[config.mk]
export PLATFORM = sky130hd
export DESIGN_NAME = merge_node2
export DESIGN_NICKNAME = d
export VERILOG_FILES = /design/src/rtl/merge_pkg.sv /design/src/rtl/merge_cmp.sv /design/src/rtl/merge_node2.sv
export SDC_FILE = /design/constraint.sdc
export NUM_CORES = 1
export LEC_CHECK = 0
export CAP_MARGIN = 0
export CORE_UTILIZATION = 44
export DETAILED_ROUTE_END_ITERATION = 8
export GPL_TIMING_DRIVEN = 0
export PLACE_DENSITY = 0.85
export RECOVER_POWER = 50
export SLEW_MARGIN = 20
export SYNTH_ARGS = -nofsm -noshare
export SYNTH_HDL_FRONTEND = slang
export SYNTH_SLANG_ARGS = --single-unit
export TNS_END_PERCENT = 50
[constraint.sdc]
create_clock -name clk -period 2.58 [get_ports clk]
set_input_delay 0.258 -clock clk [delete_from_list [all_inputs] [get_ports clk]]
set_output_delay 0.258 -clock clk [all_outputs]
set_load 0.02 [all_outputs]
[src/rtl/merge_pkg.sv]
// Shared types and helpers for the merge-sort tree nodes.
package merge_pkg;

    typedef enum logic [1:0] {
        MERGE   = 2'd0,
        DRAIN_A = 2'd1,
        DRAIN_B = 2'd2
    } state_t;

    function automatic int unsigned run_len(input int unsigned log2_run);
        return 32'(1) << log2_run;
    endfunction

endpackage

[src/rtl/merge_cmp.sv]
// Head comparator: selects side A when a <= b, so ties keep the merge stable.
module merge_cmp #(
    parameter int unsigned DATA_WIDTH = 32
) (
    input  logic [DATA_WIDTH-1:0] a,
    input  logic [DATA_WIDTH-1:0] b,
    output logic                  take_a_c
);

    assign take_a_c = (a <= b);

endmodule

[src/rtl/merge_node2.sv]
// Two-way merge node: combines two sorted RUN_LEN runs from upstream FIFOs
// into one sorted 2*RUN_LEN run, popping the smaller head each cycle.
module merge_node2
    import merge_pkg::*;
#(
    parameter int unsigned DATA_WIDTH = 32,
    parameter int unsigned LOG2_RUN   = 2
) (
    input  logic                  clk,
    input  logic                  reset,
    input  logic [DATA_WIDTH-1:0] a_dcmp,
    input  logic                  a_empty,
    output logic                  a_rd_en,
    input  logic [DATA_WIDTH-1:0] b_dcmp,
    input  logic                  b_empty,
    output logic                  b_rd_en,
    input  logic                  out_full,
    output logic [DATA_WIDTH-1:0] out_data,
    output logic                  out_wr_en,
    output logic                  out_last
);

    localparam int unsigned RUN_LEN = run_len(LOG2_RUN);
    localparam int unsigned CNT_W   = LOG2_RUN + 1;
    localparam logic [CNT_W-1:0] CNT_DONE = CNT_W'(RUN_LEN);

    state_t                  state;
    state_t                  state_nxt;
    logic [CNT_W-1:0]        cnt_a;
    logic [CNT_W-1:0]        cnt_b;
    logic [CNT_W-1:0]        cnt_a_nxt;
    logic [CNT_W-1:0]        cnt_b_nxt;
    logic                    take_a_c;
    logic                    pop_a;
    logic                    pop_b;
    logic                    run_end;
    logic [DATA_WIDTH-1:0]   pop_data;

    merge_cmp #(
        .DATA_WIDTH(DATA_WIDTH)
    ) u_cmp (
        .a        (a_dcmp),
        .b        (b_dcmp),
        .take_a_c (take_a_c)
    );

    always_ff @(posedge clk or posedge reset) begin
        if (reset) begin
            state <= MERGE;
            cnt_a <= '0;
            cnt_b <= '0;
        end else begin
            state <= state_nxt;
            cnt_a <= cnt_a_nxt;
            cnt_b <= cnt_b_nxt;
        end
    end

    always_comb begin
        state_nxt = state;
        cnt_a_nxt = cnt_a;
        cnt_b_nxt = cnt_b;
        pop_a     = 1'b0;
        pop_b     = 1'b0;
        run_end   = 1'b0;

        case (state)
            MERGE: begin
                // Both heads must be present before the compare is meaningful.
                if (!a_empty && !b_empty && !out_full) begin
                    if (take_a_c) pop_a = 1'b1;
                    else          pop_b = 1'b1;
                end
            end
            DRAIN_A: if (!a_empty && !out_full) pop_a = 1'b1;
            DRAIN_B: if (!b_empty && !out_full) pop_b = 1'b1;
            default: state_nxt = MERGE;
        endcase

        if (pop_a) cnt_a_nxt = cnt_a + CNT_W'(1);
        if (pop_b) cnt_b_nxt = cnt_b + CNT_W'(1);

        if (cnt_a_nxt == CNT_DONE && cnt_b_nxt == CNT_DONE) begin
            run_end   = 1'b1;
            cnt_a_nxt = '0;
            cnt_b_nxt = '0;
            state_nxt = MERGE;
        end else if (cnt_a_nxt == CNT_DONE) begin
            state_nxt = DRAIN_B;
        end else if (cnt_b_nxt == CNT_DONE) begin
            state_nxt = DRAIN_A;
        end
    end

    assign a_rd_en  = pop_a;
    assign b_rd_en  = pop_b;
    assign pop_data = pop_a ? a_dcmp : b_dcmp;

    // Output register: data holds across stalls, strobes are single-cycle.
    always_ff @(posedge clk or posedge reset) begin
        if (reset) begin
            out_data  <= '0;
            out_wr_en <= 1'b0;
            out_last  <= 1'b0;
        end else begin
            out_wr_en <= pop_a | pop_b;
            out_last  <= run_end;
            if (pop_a | pop_b) out_data <= pop_data;
        end
    end

endmodule

* After elaboration in Yosys (flattened, before gate mapping)
Cells that the tools add are included.
Widths: inputs -> output; s select.
** Operators by class
- Add/subtract/negate cells :: 2
- Multipliers :: 0
- Divide/modulo/power cells :: 0
- Order comparisons :: 1
- Eq/ne operators :: 5
- Shift-type cells :: 0
- Muxes and demuxes :: 18
- Bitwise operators :: 1
- Reductions and logical operators :: 10
** Operators by type and width (count)
- $le 32x32->1 :: 1
- $mux 32 :: 1
- $mux 3 :: 4
- $mux 2 :: 4
- $mux 1 :: 7
- $add 3x1->3 const B :: 2
- $eq 3x3->1 const B :: 2
- $logic_and 1x1->1 :: 5
- $ne 4x1->1 const B :: 1
- $pmux 1 s2 :: 2
- $logic_not 1->1 :: 3
- $reduce_or 3->1 :: 1
- $eq 2x1->1 const B :: 1
- $eq 2x2->1 const B :: 1
- $logic_not 2->1 :: 1
- $or 1x1->1 :: 1
** Word-level totals
- Register bits :: 42
- Latch bits :: 0
- Bits in writable memories :: 0
- Bits in read-only memories :: 0
- Input port bits :: 69
- Output and inout port bits :: 36
- Logic and storage cells :: 43
- Memories :: 0

* Depth between registers and ports, before layout
Gate-level depths: netlist of the first run.
- Word-level depth :: 10
- Mapped depth :: 11
- Depth with buffers taken out :: 10

* Modules after synthesis
A second synthesis of the first run with hierarchy kept.
** Unflattened totals
- Cell total of the unflattened synthesis :: 267
- Area total of the unflattened synthesis :: 2745.1 um^2
** By module, submodules not included
- merge_node2 :: instances 1, cells each 152, area an instance 1929.4 um^2, seq. area each 1051.0 um^2
- merge_cmp :: instances 1, cells each 115, area an instance 815.8 um^2, seq. area each 0.0 um^2

* Worst setup path before layout of the first run
No wires, ideal clock.
- Kind :: in2reg
- Start point :: input b_dcmp[30]
- End point :: register out_data[10]
- Setup time :: 0.127 ns
- Arrival time :: 2.233 ns
- Data required time :: 2.453 ns
- Slack :: 0.220 ns
- Stages :: 10
- Path buffers :: 1
- Cell sequence :: inv_1 -> ha_1 -> nand4_2 -> or4_1 -> a31oi_1 -> o21a_2 -> inv_2 -> buf_2 -> a222oi_1 -> inv_1
** On the way
- Word-level cells in the longest chain between the ends :: 5
** Ends and longest elaborated chain
- from (decl) :: line merge_node2.sv:14 : input logic [DATA_WIDTH-1:0] b_dcmp,
- $le 32x32->1 * :: line merge_cmp.sv:10 : assign take_a_c = (a <= b);
- $mux 1 * :: line merge_node2.sv:71 : if (take_a_c) pop_a = 1'b1;
- $mux 1 * :: line merge_node2.sv:70 : if (!a_empty && !b_empty && !out_full) begin
- $pmux 1 s2 * :: line merge_node2.sv:67 : case (state)
- via a_rd_en :: line merge_node2.sv:13 : output logic a_rd_en,
- $mux 32 or $or 1x1->1 (tied branches) :: line merge_node2.sv:97, merge_node2.sv:108
- to (signal assigned) :: line merge_node2.sv:108 : if (pop_a | pop_b) out_data <= pop_data;
- to (decl) :: line merge_node2.sv:18 : output logic [DATA_WIDTH-1:0] out_data,
Mark *: on every way through the listed nets, which the timed path passes. The rest lies on a longest branch.
A chain may end at the register's enable or synchronous reset.

* Worst setup path in the final report of the first run
- Start point :: input b_dcmp[16]
- End point :: register out_data[28]
** On the way
- Word-level cells in the longest chain between the ends :: 5
** Ends and longest elaborated chain (line)
- $le 32x32->1 * :: merge_cmp.sv:10
- $mux 1 :: merge_node2.sv:71
- $mux 1 :: merge_node2.sv:70
- $pmux 1 s2 :: merge_node2.sv:67
- $mux 32 or $or 1x1->1 (tied branches) :: merge_node2.sv:97, merge_node2.sv:108
Mark *: on every way between the ends. The rest lies on a longest branch, timed or not.

==> results of run 1 <==
-- registers in the layout (all words and copies together), names as in the netlist --
name and count:
cnt_a 3, cnt_b 3, out_data 32, out_last 1
out_wr_en 1, state 2
-- path summary, 6_finish.rpt --
kind,start,to,slack [ns],cells after the start
worst min-delay path,b_dcmp[12],out_data[12],0.16,3
worst max-delay path,b_dcmp[16],out_data[28],-0.03,13
min in group asynchronous,reset,out_data[14],0.50,2
worst min register to register,out_data[25],out_data[25],0.52,2
max in group asynchronous,reset,out_last,0.46,3
worst max register to register,state[1],cnt_a[2],0.15,8
-- critical path, cell delays in order --
cell             delay, ns
clkdlybuf4s15_1       0.21
inv_1                 0.05
ha_1                  0.27
nand4_1               0.15
buf_4                 0.18
nor4_4                0.20
a31o_4                0.22
a311oi_4              0.04
or3_4                 0.43
buf_8                 0.16
buf_8                 0.13
a222oi_1              0.35
inv_1                 0.11
-- metal layers --
metal	global-route usage, %	wire (um)
met1	30.0	3470
met2	47.3	4650
met3	4.72	555
met4	13.4	291
met5	0	0
-- cell families after synthesis --
| logic type | after synthesis | synth area share [%] |
|---|---|---|
| AO/OA/AOI/OAI | 69 | 20.5 |
| XOR/XNOR | 5 | 1.61 |
| adder cells (fa/ha/maj) | 34 | 15.6 |
| buffers and inverters | 78 | 12.0 |
| flip-flops | 42 | 38.5 |
| multiplexers | 5 | 2.43 |
| AND/OR/NAND/NOR | 44 | 9.36 |
-- stage by stage --
| stage | util (%) | power [uW] |
|---|---|---|
| floorplan | - | 2160 |
| global placement | 64.9 | 2890 |
| detailed placement | 65.2 | 2960 |
| CTS | 73.2 | 3490 |
| global route | 75.0 | 3750 |
| finish | 75.0 | 3540 |
-- cell type report --
| cell class | instances | area [um^2] |
|---|---|---|
| Multi-Input combinational cell | 157 | 1760 |
| Fill cell | 401 | 1490 |
| Timing Repair Buffer | 133 | 1130 |
| Sequential cell | 42 | 1050 |
| Inverter | 68 | 260 |
| Tap cell | 75 | 93.8 |
| Clock buffer | 6 | 82.6 |
| Buffer | 9 | 82.6 |
| Clock inverter | 2 | 12.5 |
-- cell usage in the layout, fill, tap and decap left out, types with 2 or more instances in the layout --
| master | netlist | layout |
|---|---|---|
| inv_1 | 67 | 47 |
| dfrtp_1 | 42 | 42 |
| a222oi_1 | 31 | 31 |
| buf_4 | 0 | 26 |
| clkdlybuf4s50_1 | 0 | 25 |
| ha_4 | 0 | 24 |
| inv_2 | 1 | 20 |
| buf_2 | 3 | 19 |
| dlygate4sd3_1 | 0 | 17 |
| clkbuf_2 | 0 | 15 |
| a21oi_1 | 15 | 13 |
| dlygate4sd2_1 | 0 | 12 |
| nand2_1 | 12 | 10 |
| ha_1 | 34 | 10 |
| clkdlybuf4s15_1 | 0 | 8 |
| nor2_1 | 7 | 7 |
| buf_6 | 4 | 7 |
| o21ai_0 | 8 | 6 |
| clkbuf_8 | 0 | 6 |
| nand4_1 | 5 | 5 |
| buf_8 | 0 | 4 |
| clkbuf_1 | 3 | 3 |
| nand3_1 | 3 | 3 |
| xnor2_1 | 3 | 3 |
| mux2_2 | 3 | 3 |
| clkdlybuf4s15_2 | 0 | 3 |
| nand2b_1 | 2 | 2 |
| or4_4 | 1 | 2 |
| o211a_1 | 2 | 2 |
| nand2_2 | 0 | 2 |
| a221oi_2 | 0 | 2 |
| nor2b_1 | 2 | 2 |
| nor4_4 | 0 | 2 |
| a22oi_1 | 2 | 2 |
| o21a_1 | 2 | 2 |
| xor2_1 | 2 | 2 |
-- repair_timing --
action	CTS	global route
setup endpoints to repair	42	39
endpoints found under the hold margin	0	0
cloned	0	1
buffers inserted	14	14
pin swaps	33	30
gates resized for setup	188	73
-- power groups by stage --
stage | logic [uW] | clock network [uW] | registers, uW
finish | 1940 | 451 | 1150
global route | 2090 | 482 | 1180
CTS | 1890 | 456 | 1150
detailed placement | 1810 | 0 | 1160
global placement | 1740 | 0 | 1140
floorplan | 725 | 0 | 1430
==> results.sh, run 1 <==
export IMPL_cellPowerDensity_mw_per_mm2=792
export IMPL_path_clk_slew_ns=0.09
export IMPL_timing_final_ws_setup_ns=-0.0305
export IMPL_combinationalPowerShare_pct=54.8
export IMPL_dpl_worst_slack_ns=-1.09
export IMPL_path_class="in -> reg"
export IMPL_fin_cells=492
export IMPL_start_util_pct=45.8
export IMPL_ant_nets=0
export IMPL_yosysSeqAreaShare_pct=38.5
export IMPL_fin_crit_sh_pct=101
export IMPL_wire_per_inst_um=18.2
export IMPL_dieArea_mm2=0.00652
export IMPL_numPlacedInstances=457
export IMPL_max_slew_margin_pct=22.9
export IMPL_cp_required_ns=2.75
export IMPL_nNetsFinal=519
export IMPL_numPortBuffers=104
export IMPL_design_area_mm2=0.00447
export IMPL_die_x_um=80.7
export IMPL_violations="setup timing"
export IMPL_drive_gt1_share_pct=36.7
export IMPL_fin_setup_tns_ns=-0.0305
export IMPL_finalSetupViolCount=1
export IMPL_dpl_cell_area_mm2=0.00388
export IMPL_synth_most_common_cell="inv_1"
export IMPL_synth_commonest_cells="inv_1 (67), dfrtp_1 (42), ha_1 (34)"
export IMPL_synth_seq_cells=42
export IMPL_critPathArrivalTime_ns=2.78
export IMPL_synth_area_per_cell_um2=9.85
export IMPL_clock_sinks=42
export IMPL_synth_cell_types=43
export IMPL_synth_top_area_cell="dfrtp_1"
export IMPL_synth_area_leaders="dfrtp_1 (39%), ha_1 (16%), a222oi_1 (11%)"
export IMPL_grt_pass1_vias=2818
export IMPL_pin_count=105
export IMPL_critPathCaptureType="register"
export IMPL_drc=0
export IMPL_gp_congestion=0.829
export IMPL_worst_slew_pin_slew_ns=1.16
export IMPL_clock_latency_ns=0.30
export IMPL_syn_nets=380
export IMPL_async_flop_share_pct=100
export IMPL_placementRows=28
export IMPL_totalWireLength_mm=8.97
export IMPL_max_freq_ghz=0.383
export IMPL_drt_iter0_drc=272
export IMPL_peakVddDrop_uv=481
export IMPL_grt_pass1_wl_mm=13.0
export IMPL_cts_max_level=2
export IMPL_synth_edf_count=0
export IMPL_cts_buffers=5
export IMPL_pwr_share_clk_pct=12.8
export IMPL_outcome="complete, but fails checks"
export IMPL_hold_class="in -> reg"
export IMPL_track_usage_pct=26.4
export IMPL_drtPass1Iterations=5
export IMPL_grt_antenna_before_repair=0
export IMPL_viasPerCell=5.71
export IMPL_tritoncts="yes"
export IMPL_ctsHoldBuffers=0
export IMPL_dpl_hpwl_mm=5.68
export IMPL_switching_share_pct=39.4
export IMPL_leakagePower_uw=0.00219
export IMPL_hold_viol_final=0
export IMPL_yosys_warnings=0
export IMPL_die_h_um=80.7
export IMPL_n_antenna_cell=0
export IMPL_cp_max_fo=6
export IMPL_cts_root_buffer_cell="clkbuf_8"
export IMPL_cts_path_max_buffers=2
export IMPL_synth_top_cell_area_share_pct=38.5
export IMPL_area_growth_pct=63.8
export IMPL_syn_inst=277
export IMPL_start_kind="primary input"
export IMPL_pwr_share_seq_pct=32.4
export IMPL_syn_area_mm2=0.00273
export IMPL_hold_slack_ns=0.156
export IMPL_p_int_uw=2140
export IMPL_finalMaxSlewViolations=0
export IMPL_layout_min_cycle_time_ns=2.61
export IMPL_switching_power_uw=1400
export IMPL_synth_ff_type="dfrtp_1"
export IMPL_skew_ns=0.00746
export IMPL_vias=2810
export IMPL_grt_max_degree=25
export IMPL_overflow=0
export IMPL_cap_viol_max_count=0
export IMPL_core_area_mm2=0.00596
(Power assumes the default switching activity.)
==> run 2, diff against run 1 <==
--- a/config.mk
+++ b/config.mk
@@ -6,6 +6,7 @@
 export NUM_CORES = 1
 export LEC_CHECK = 0
 export CAP_MARGIN = 0
+export CORE_MARGIN = 1.5
 export CORE_UTILIZATION = 44
 export DETAILED_ROUTE_END_ITERATION = 8
 export GPL_TIMING_DRIVEN = 0
==> run 2 against run 1 <==
Net effect: setup slack improved by 0.0084 ns; critical path depth fell by 1; the run still ends with setup timing left; maximum frequency rose by 0.32%.
==> results.sh, run 2 (same netlist as run 1, synthesis figures left out) <==
export IMPL_outcome="complete, but fails checks"
export IMPL_violations="setup timing"
export IMPL_fin_cells=487
export IMPL_drtPass1Iterations=6
export IMPL_nNetsFinal=513
export IMPL_worst_slew_pin_slew_ns=0.736
export IMPL_numPortBuffers=104
export IMPL_tritoncts="yes"
export IMPL_dieArea_mm2=0.00668
export IMPL_utilization_pct=73.8
export IMPL_clock_sinks=42
export IMPL_viasPerCell=5.85
export IMPL_max_freq_ghz=0.384
export IMPL_track_usage_pct=26.4
export IMPL_gp_congestion=0.847
export IMPL_fin_crit_sh_pct=101
export IMPL_placementRows=28
export IMPL_cts_root_buffer_cell="clkbuf_8"
export IMPL_cp_required_ns=2.75
export IMPL_path_class="in -> reg"
export IMPL_slowest_delay_ns=0.42
export IMPL_grt_pass1_wl_mm=13.5
export IMPL_critPathArrivalTime_ns=2.77
export IMPL_layout_min_cycle_time_ns=2.60
export IMPL_start_util_pct=45.8
export IMPL_cp_cell_sequence="dlygate4sd2_1 -> inv_2 -> ha_4 -> nand4_4 -> nor4_4 -> a31o_1 -> a311oi_4 -> or3_4 -> buf_8 -> buf_8 -> a222oi_1 -> inv_1"
export IMPL_cp_max_fo=8
export IMPL_cap_viol_max_count=0
export IMPL_totalWireLength_mm=9.18
export IMPL_clock_latency_ns=0.30
export IMPL_layout_common_cells="inv_1 (43), dfrtp_1 (42), a222oi_1 (31), clkbuf_2 (31), ha_4 (25)"
export IMPL_reg_top3="out_data (32), cnt_a (3), cnt_b (3)"
export IMPL_peakVddDrop_uv=494
export IMPL_p_int_uw=2120
export IMPL_critPathCaptureType="register"
export IMPL_core_area_mm2=0.00596
export IMPL_finalSetupViolCount=6
export IMPL_cts_path_max_buffers=2
export IMPL_drc=0
export IMPL_finalMaxSlewViolations=0
export IMPL_cellPowerDensity_mw_per_mm2=802
export IMPL_hold_class="in -> reg"
export IMPL_hold_viol_final=0
export IMPL_grt_antenna_before_repair=1
export IMPL_die_h_um=81.7
export IMPL_final_common_cell="inv_1"
export IMPL_combinationalPowerShare_pct=54.6
export IMPL_ant_nets=0
export IMPL_path_clk_slew_ns=0.08
export IMPL_drive_gt1_share_pct=36.5
export IMPL_leakagePower_uw=0.00216
export IMPL_dpl_hpwl_mm=5.79
export IMPL_grt_setup_unrepaired="true"
export IMPL_vias=2850
export IMPL_drt_iter0_drc=329
export IMPL_wire_per_inst_um=18.9
export IMPL_numPlacedInstances=457
export IMPL_pin_count=105
export IMPL_pwr_share_clk_pct=12.5
export IMPL_area_growth_pct=61.1
export IMPL_skew_ns=0.00916
export IMPL_pwr_share_seq_pct=32.9
export IMPL_switching_share_pct=39.9
export IMPL_cts_max_level=2
export IMPL_slowest_stage="or3_4"
export IMPL_timing_final_ws_setup_ns=-0.0220
export IMPL_largest_register_ffs=32
export IMPL_cp_top_family="simple AND/OR/NAND/NOR gates"
export IMPL_start_kind="primary input"
export IMPL_worstPathBufferInverterCount=5
export IMPL_max_slew_margin_pct=50.9
export IMPL_die_x_um=81.7
export IMPL_grt_max_degree=29
export IMPL_switching_power_uw=1410
export IMPL_overflow=0
export IMPL_top_register="out_data"
export IMPL_cts_buffers=5
export IMPL_grt_pass1_vias=2850
export IMPL_crit_top_cell="buf_8"
export IMPL_dpl_worst_slack_ns=-1.01
run 2: cell count changes in the layout (fill, tap and decap cells not counted), sizes merged:
| cell | delta |
|---|---|
| clkinvlp | -1 |
| dlygate4sd3 | +1 |
| dlymetal6s4s | -1 |
| buf | -20 |
| clkbuf | +17 |
| dlymetal6s2s | +2 |
| inv | +1 |
| diode | +1 |
| clkdlybuf4s50 | -1 |
| clkdlybuf4s15 | -2 |
| clkinv | -1 |
| dlygate4sd2 | -1 |
run 2: power groups by stage:
stage          registers [uW]  clock network, uW  logic (uW)
6_report                 1160                441        1920
5_1_grt                  1190                482        2080
4_1_cts                  1150                452        1880
3_5_place_dp             1160                  0        1820
3_3_place_gp             1140                  0        1750
2_1_floorplan            1430                  0         725
run 2: final timing paths:
path | start | end | slack [ns] | depth (start not counted)
max in group asynchronous | reset | cnt_a[0] | 0.95 | 3
max reg2reg | state[1] | cnt_b[1] | 0.19 | 7
min reg2reg | out_data[12] | out_data[12] | 0.51 | 2
min in group asynchronous | reset | out_data[5] | 0.48 | 2
min | b_dcmp[25] | out_data[25] | 0.18 | 3
max | b_dcmp[28] | out_data[20] | -0.02 | 12
run 2: metrics by stage:
step / power [uW] / TNS, ns / hold WS [ns] / cell area [um^2]
floorplan: 2160 / 0 / 0.379 / 2730
global placement: 2890 / -22.72 / 0.490 / 3860
detailed placement: 2970 / -23.63 / 0.495 / 3880
CTS: 3480 / -0.0967 / 0.266 / 4300
global route: 3750 / -1.76 / 0.178 / 4390
finish: 3520 / -0.0449 / 0.178 / 4390
run 2: final cells by class:
| class | instances | area, um^2 |
|---|---|---|
| well taps | 75 | 93.8 |
| inverters | 68 | 258 |
| clock buffers | 7 | 86.3 |
| plain buffers | 9 | 73.8 |
| multi-input cells | 157 | 1770 |
| fillers | 410 | 1560 |
| diodes | 1 | 2.50 |
| clock inverters | 1 | 5.00 |
| flip-flops and latches | 42 | 1050 |
| repair buffers | 127 | 1060 |
run 2: tightest hold or removal path: cells and delay by family:
family | cells | cell delay, ns
buf+inv | 2 | 0.13
compound gates | 1 | 0.05
run 2: timing repair:
item	CTS	global route
gates resized for setup	135	108
setup endpoints to repair	41	41
hold buffers	0	0
endpoints found under the hold margin	0	0
buffers inserted	9	12
pin swaps	36	28
gates cloned	0	1
run 2: metal layers:
| metal | vias to the layer above | GRT usage [%] | routed length [um] |
|---|---|---|---|
| li1 | 1281 | - | - |
| met1 | 1390 | 30.9 | 3520 |
| met2 | 146 | 45.7 | 4720 |
| met3 | 33 | 6.22 | 661 |
| met4 | 0 | 12.0 | 286 |
| met5 | - | 0 | 0 |
